### src/rtl/alarm_sequencer.sv
// Alarm control: owns the set-point, decodes button presses, detects the time match and
// sequences ringing, timeout and dismiss. Define ALARM_SNOOZE_EN to add the SNOOZE state.
module alarm_sequencer #(
  parameter int RING_SECS   = 60,
  parameter int SNOOZE_SECS = 300
) (
  input  logic        clk,
  input  logic        rst,
  input  logic        tick_1hz,
  input  logic        mode_btn,
  input  logic        inc_btn,
  input  logic        stop_btn,
  input  logic [13:0] hour,
  input  logic [13:0] minute,
  output logic [13:0] alarm_hour,
  output logic [13:0] alarm_minute,
  output logic        armed,
  output logic [1:0]  setting,
  output logic        ringing,
  output logic        beep
);

  localparam logic [15:0] RING_LIM = 16'(RING_SECS);

  if (RING_SECS < 1 || RING_SECS > 65535) begin : g_bad_ring_secs
    $error("RING_SECS must be in 1..65535");
  end
  if (SNOOZE_SECS < 1 || SNOOZE_SECS > 65535) begin : g_bad_snooze_secs
    $error("SNOOZE_SECS must be in 1..65535");
  end

  typedef enum logic [2:0] {
    ST_IDLE,
    ST_SET_HR,
    ST_SET_MIN,
    ST_RING
`ifdef ALARM_SNOOZE_EN
    , ST_SNOOZE
`endif
  } state_t;

  state_t      r_state;
  logic [13:0] r_alarm_hour;
  logic [13:0] r_alarm_minute;
  logic        r_armed;
  logic [1:0]  r_setting;
  logic        r_ringing;
  logic        r_beep;
  logic        r_fired;
  logic [15:0] r_ring_cnt;
  logic        r_mode_q;
  logic        r_inc_q;
  logic        r_stop_q;

  state_t      w_state_next;
  logic [13:0] w_alarm_hour_next;
  logic [13:0] w_alarm_minute_next;
  logic        w_armed_next;
  logic [1:0]  w_setting_next;
  logic        w_ringing_next;
  logic        w_beep_next;
  logic        w_fired_next;
  logic [15:0] w_ring_cnt_next;
  logic [15:0] w_ring_inc;
  logic        w_enter_ring;
  logic        w_match;
  logic        w_press_mode;
  logic        w_press_inc;
  logic        w_press_stop;
  logic        w_act_stop;
  logic        w_act_mode;
  logic        w_act_inc;

`ifdef ALARM_SNOOZE_EN
  localparam logic [15:0] SNOOZE_LIM = 16'(SNOOZE_SECS);
  logic [15:0] r_snz_cnt;
  logic [15:0] w_snz_cnt_next;
  logic [15:0] w_snz_inc;
  assign w_snz_inc = r_snz_cnt + 16'd1;
`endif

  // Only one press acts per edge: stop beats mode beats inc.
  assign w_press_mode = mode_btn & ~r_mode_q;
  assign w_press_inc  = inc_btn  & ~r_inc_q;
  assign w_press_stop = stop_btn & ~r_stop_q;
  assign w_act_stop   = w_press_stop;
  assign w_act_mode   = w_press_mode & ~w_press_stop;
  assign w_act_inc    = w_press_inc  & ~w_press_stop & ~w_press_mode;

  assign w_match    = (hour == r_alarm_hour) && (minute == r_alarm_minute);
  assign w_ring_inc = r_ring_cnt + 16'd1;

  always_comb begin
    w_state_next        = r_state;
    w_alarm_hour_next   = r_alarm_hour;
    w_alarm_minute_next = r_alarm_minute;
    w_armed_next        = r_armed;
    w_beep_next         = r_beep;
    w_ring_cnt_next     = r_ring_cnt;
    w_enter_ring        = 1'b0;
`ifdef ALARM_SNOOZE_EN
    w_snz_cnt_next      = r_snz_cnt;
`endif

    case (r_state)
      ST_IDLE: begin
        if (w_act_stop) begin
          w_armed_next = ~r_armed;
        end else if (w_act_mode) begin
          w_state_next = ST_SET_HR;
        end else if (r_armed && w_match && !r_fired) begin
          w_state_next = ST_RING;
          w_enter_ring = 1'b1;
        end
      end
      ST_SET_HR: begin
        if (w_act_stop) begin
          w_state_next = ST_IDLE;
        end else if (w_act_mode) begin
          w_state_next = ST_SET_MIN;
        end else if (w_act_inc) begin
          w_alarm_hour_next = (r_alarm_hour == 14'd23) ? 14'd0 : r_alarm_hour + 14'd1;
        end
      end
      ST_SET_MIN: begin
        if (w_act_stop) begin
          w_state_next = ST_IDLE;
        end else if (w_act_mode) begin
          w_state_next = ST_IDLE;
          w_armed_next = 1'b1;
        end else if (w_act_inc) begin
          w_alarm_minute_next = (r_alarm_minute == 14'd59) ? 14'd0 : r_alarm_minute + 14'd1;
        end
      end
      ST_RING: begin
        if (w_act_stop) begin
          w_state_next = ST_IDLE;
`ifdef ALARM_SNOOZE_EN
        end else if (w_act_inc) begin
          w_state_next   = ST_SNOOZE;
          w_snz_cnt_next = 16'd0;
`endif
        end else if (tick_1hz) begin
          w_ring_cnt_next = w_ring_inc;
          w_beep_next     = ~r_beep;
          if (w_ring_inc == RING_LIM) begin
            w_state_next = ST_IDLE;
          end
        end
      end
`ifdef ALARM_SNOOZE_EN
      ST_SNOOZE: begin
        if (w_act_stop) begin
          w_state_next = ST_IDLE;
        end else if (tick_1hz) begin
          w_snz_cnt_next = w_snz_inc;
          if (w_snz_inc == SNOOZE_LIM) begin
            w_state_next = ST_RING;
            w_enter_ring = 1'b1;
          end
        end
      end
`endif
      default: begin
        w_state_next = ST_IDLE;
      end
    endcase

    // Beep is only ever driven in RING and always restarts high on entry.
    if (w_enter_ring) begin
      w_ring_cnt_next = 16'd0;
      w_beep_next     = 1'b1;
    end else if (w_state_next != ST_RING) begin
      w_beep_next = 1'b0;
    end

    // Once rung, stay quiet until the time moves off the set-point.
    if (w_enter_ring) begin
      w_fired_next = 1'b1;
    end else if (!w_match) begin
      w_fired_next = 1'b0;
    end else begin
      w_fired_next = r_fired;
    end

    w_ringing_next = (w_state_next == ST_RING);
    case (w_state_next)
      ST_SET_HR:  w_setting_next = 2'b01;
      ST_SET_MIN: w_setting_next = 2'b10;
      default:    w_setting_next = 2'b00;
    endcase
  end

  always_ff @(posedge clk or posedge rst) begin
    if (rst) begin
      r_state        <= ST_IDLE;
      r_alarm_hour   <= 14'd0;
      r_alarm_minute <= 14'd0;
      r_armed        <= 1'b0;
      r_setting      <= 2'b00;
      r_ringing      <= 1'b0;
      r_beep         <= 1'b0;
      r_fired        <= 1'b0;
      r_ring_cnt     <= 16'd0;
      r_mode_q       <= 1'b0;
      r_inc_q        <= 1'b0;
      r_stop_q       <= 1'b0;
`ifdef ALARM_SNOOZE_EN
      r_snz_cnt      <= 16'd0;
`endif
    end else begin
      r_state        <= w_state_next;
      r_alarm_hour   <= w_alarm_hour_next;
      r_alarm_minute <= w_alarm_minute_next;
      r_armed        <= w_armed_next;
      r_setting      <= w_setting_next;
      r_ringing      <= w_ringing_next;
      r_beep         <= w_beep_next;
      r_fired        <= w_fired_next;
      r_ring_cnt     <= w_ring_cnt_next;
      r_mode_q       <= mode_btn;
      r_inc_q        <= inc_btn;
      r_stop_q       <= stop_btn;
`ifdef ALARM_SNOOZE_EN
      r_snz_cnt      <= w_snz_cnt_next;
`endif
    end
  end

  assign alarm_hour   = r_alarm_hour;
  assign alarm_minute = r_alarm_minute;
  assign armed        = r_armed;
  assign setting      = r_setting;
  assign ringing      = r_ringing;
  assign beep         = r_beep;

endmodule
### config.mk
export PLATFORM = sky130hd
export DESIGN_NAME = alarm_sequencer
export DESIGN_NICKNAME = d
export VERILOG_FILES = /design/src/rtl/alarm_sequencer.sv
export SDC_FILE = /design/constraint.sdc
export NUM_CORES = 1
export LEC_CHECK = 0
export CAP_MARGIN = 40
export CORE_ASPECT_RATIO = 1.2
export CORE_MARGIN = 4
export CORE_UTILIZATION = 55
export CTS_BUF_LIST = sky130_fd_sc_hd__clkbuf_2 sky130_fd_sc_hd__clkbuf_4 sky130_fd_sc_hd__clkbuf_8
export DETAILED_ROUTE_END_ITERATION = 8
export DONT_BUFFER_PORTS = 1
export GPL_TIMING_DRIVEN = 0
export PLACE_DENSITY = 0.7
export SLEW_MARGIN = 20
export SYNTH_ARGS = -nofsm -noshare
export SYNTH_HDL_FRONTEND = slang
export SYNTH_SLANG_ARGS = --single-unit
### constraint.sdc
create_clock -name clk -period 3.2 [get_ports clk]
set_input_delay 0.32 -clock clk [delete_from_list [all_inputs] [get_ports clk]]
set_output_delay 0.32 -clock clk [all_outputs]
set_load 0.01 [all_outputs]
==> results_dict.tcl <==
set metrics [dict create \
    layout_common_cells "dfrtp_1 (56), xnor2_1 (45), nand2_1 (33), nor2_1 (22), o21ai_0 (18)" \
    finalClockSkew_ns 0.00668 \
    clock_sinks 56 \
    worstMarginPinSlew_ns 0.676 \
    wirelength_mm 7.21 \
    ys_ff_latch 56 \
    avgSynthCellArea_um2 9.37 \
    clk_pin_slew_ns 0.10 \
    synth_warnings 0 \
    cts_tree "yes" \
    fin_crit_sh_pct 80.7 \
    path_cells "ha_1 > nand4_2 > or3_1 > xnor2_1 > or4_1 > o41ai_4 > o211ai_1" \
    hold_buffers 0 \
    final_common_cell "dfrtp_1" \
    die_area_um2 7260 \
    dr_wl_met2_mm 3.55 \
    period_minus_slack_ns 2.58 \
    maxSlewHeadroom_pct 55.0 \
    crit_family "simple AND/OR/NAND/NOR gates" \
    antenna_found_initial 0 \
    area_delta_synth_final_pct 6.98 \
    dp_hpwl_mm 5.40 \
    wire_per_inst_um 16.5 \
    grt_pass1_vias 2561 \
    grt_max_degree 57 \
    critPathArrivalTime_ns 2.77 \
    power_density_nw_per_um2 394 \
    grt.total_usage_pct 20.8 \
    drive_gt1_share_pct 7.26 \
    post_cts_resized 0 \
    hp-class "in2async" \
    drc 0 \
    clock.fmax_mhz 387 \
    yosysUniqueCellTypes 47 \
    synth_flop_cell "dfrtp_1" \
    rows 30 \
    fin_nets 394 \
    viasPerCell 5.97 \
    status "finished, violations left" \
    first_pass_iters 4 \
    hold_viol 45 \
    cts_buffer_depth 2 \
    cp_slowest_cell "or4_1" \
    port_buffers 0 \
    cp-start-kind "register" \
    syn-instance-count 350 \
    postRouteAntennaNets 0 \
    yosysSeqAreaShare_pct 42.7 \
    violations "negative hold slack" \
    slew_violations 0 \
    dieWidth_um 78.5 \
    async_flop_share_pct 100 \
    post_cts_buffers 0 \
    cap_violations 0 \
    placed_cells 430 \
    die_height_um 92.6 \
    core_area_um2 5710 \
    instances_no_fill 438 \
    hold_slack_ns -0.0115 \
    worstSkewPairLatency_ns 0.31 \
    grt_first_pass_wirelength_mm 12.0 \
    htree_levels 2 \
    syn_area_um2 3280 \
    crit_path_max_fanout 5 \
    required_ns 3.38 \
    start_util_pct 57.5 \
    peakVddDrop_v 0.000248 \
    critPathKind "reg2reg" \
    cp-end-kind "register" \
    grt_overflow 0 \
    syn_nets 387 \
    wl_met3_um 486 \
    critPathMaxStageDelay_ns 0.53 \
    root_buffer "clkbuf_8" \
    io_pins 67 \
    m1WireLength_mm 3.00 \
    first_iter_violations 129 \
    dr.max_layer_used "met4" \
    path_buf_inv 0 \
    setup_violations 0 \
    num_vias 2613 \
    synth_edf_count 0 \
    rsz0062_at_grt "false" \
    cts_buffers 5 \
    tns_ns 0 \
    diodes 0 \
    gp_congestion 0.855 \
    p_leak_nw 1.47 \
]
==> power by group <==
| group | switching [mW] | total, mW | internal (mW) |
|---|---|---|---|
| sequential | 0.0419 | 0.773 | 0.731 |
| clock | 0.227 | 0.503 | 0.276 |
| combinational | 0.0565 | 0.105 | 0.0482 |
| total | 0.325 | 1.38 | 1.06 |
==> cell families after synthesis <==
logic type      count (synthesis)  synth area share [%]
compound gates                 49                  9.47
xor+xnor                       56                  15.0
fa+ha+maj                       3                  1.15
buf+inv                        24                  3.24
flops                          56                  42.7
mux                             4                  1.26
other cells                     1                 0.114
simple gates                  157                  27.1
==> routing by layer <==
metal  up-vias  GRT usage (%)
li1       1251              -
met1      1254           24.8
met2        92           34.9
met3        16           5.64
met4         0           9.33
met5         -              0
==> final timing paths <==
path / start / to / slack, ns / depth (start not counted)
max: r_ring_cnt[0] / r_state[1] / 0.62 / 7
min in group clk: stop_btn / r_stop_q / 0.03 / 0
max in group asynchronous: rst / alarm_hour[3] / 2.77 / 1
min: rst / r_state[0] / -0.01 / 1
min reg2reg: r_state[2] / armed / 0.53 / 1
max reg2reg: r_ring_cnt[0] / r_state[1] / 0.62 / 7
==> state kept, by name, summed over array words and instances, names as in the netlist <==
register      count
r_fired           1
ringing           1
beep              1
r_state           3
r_ring_cnt       16
r_stop_q          1
armed             1
r_mode_q          1
alarm_hour       14
r_inc_q           1
setting           2
alarm_minute     14
==> area by class of cell <==
type / instances / area (µm²)
plain buffers: 10 / 53.8
well taps: 80 / 100
clock buffers: 7 / 96.3
flip-flops and latches: 56 / 1400
clock inverters: 1 / 30.0
fillers: 517 / 2200
inverters: 14 / 55.1
multi-input cells: 270 / 1770
==> metrics by stage <==
stage / area [µm²] / hold WS (ns) / util [%] / total power [mW] / setup slack [ns]
2_1_floorplan: 3280 / 0.351 / - / 0.865 / 0.875
3_3_place_gp: 3380 / 0.352 / 59.2 / 0.890 / 0.654
3_5_place_dp: 3380 / 0.351 / 59.3 / 0.894 / 0.633
4_1_cts: 3510 / 0.00846 / 61.5 / 1.40 / 0.626
5_1_grt: 3510 / 0.00562 / 61.5 / 1.44 / 0.453
6_report: 3510 / -0.0115 / 61.5 / 1.38 / 0.616
==> synth_stat cells, drive strengths merged (2+ instances only) <==
cell	instances	area, µm²
nand4	20	153
nor2	22	82.6
and3	9	56.3
nor4	6	52.6
nand2	34	135
o21ai	20	100
dfrtp	56	1400
or3	4	25.0
buf	5	35.0
o31ai	3	22.5
nor3b	3	27.5
and2	2	12.5
xnor2	45	394
clkbuf	5	18.8
xor2	11	96.3
o211ai	4	30.0
mux2i	3	30.0
nor2b	6	37.5
nor4b	2	17.5
inv	14	52.6
a21oi	7	35.0
nand2b	7	43.8
a31oi	7	43.8
ha	3	37.5
o22ai	4	25.0
or4	3	22.5
nor3	15	75.1
and4	3	28.8
nand3	18	95.1
(Power assumes the default switching activity.)
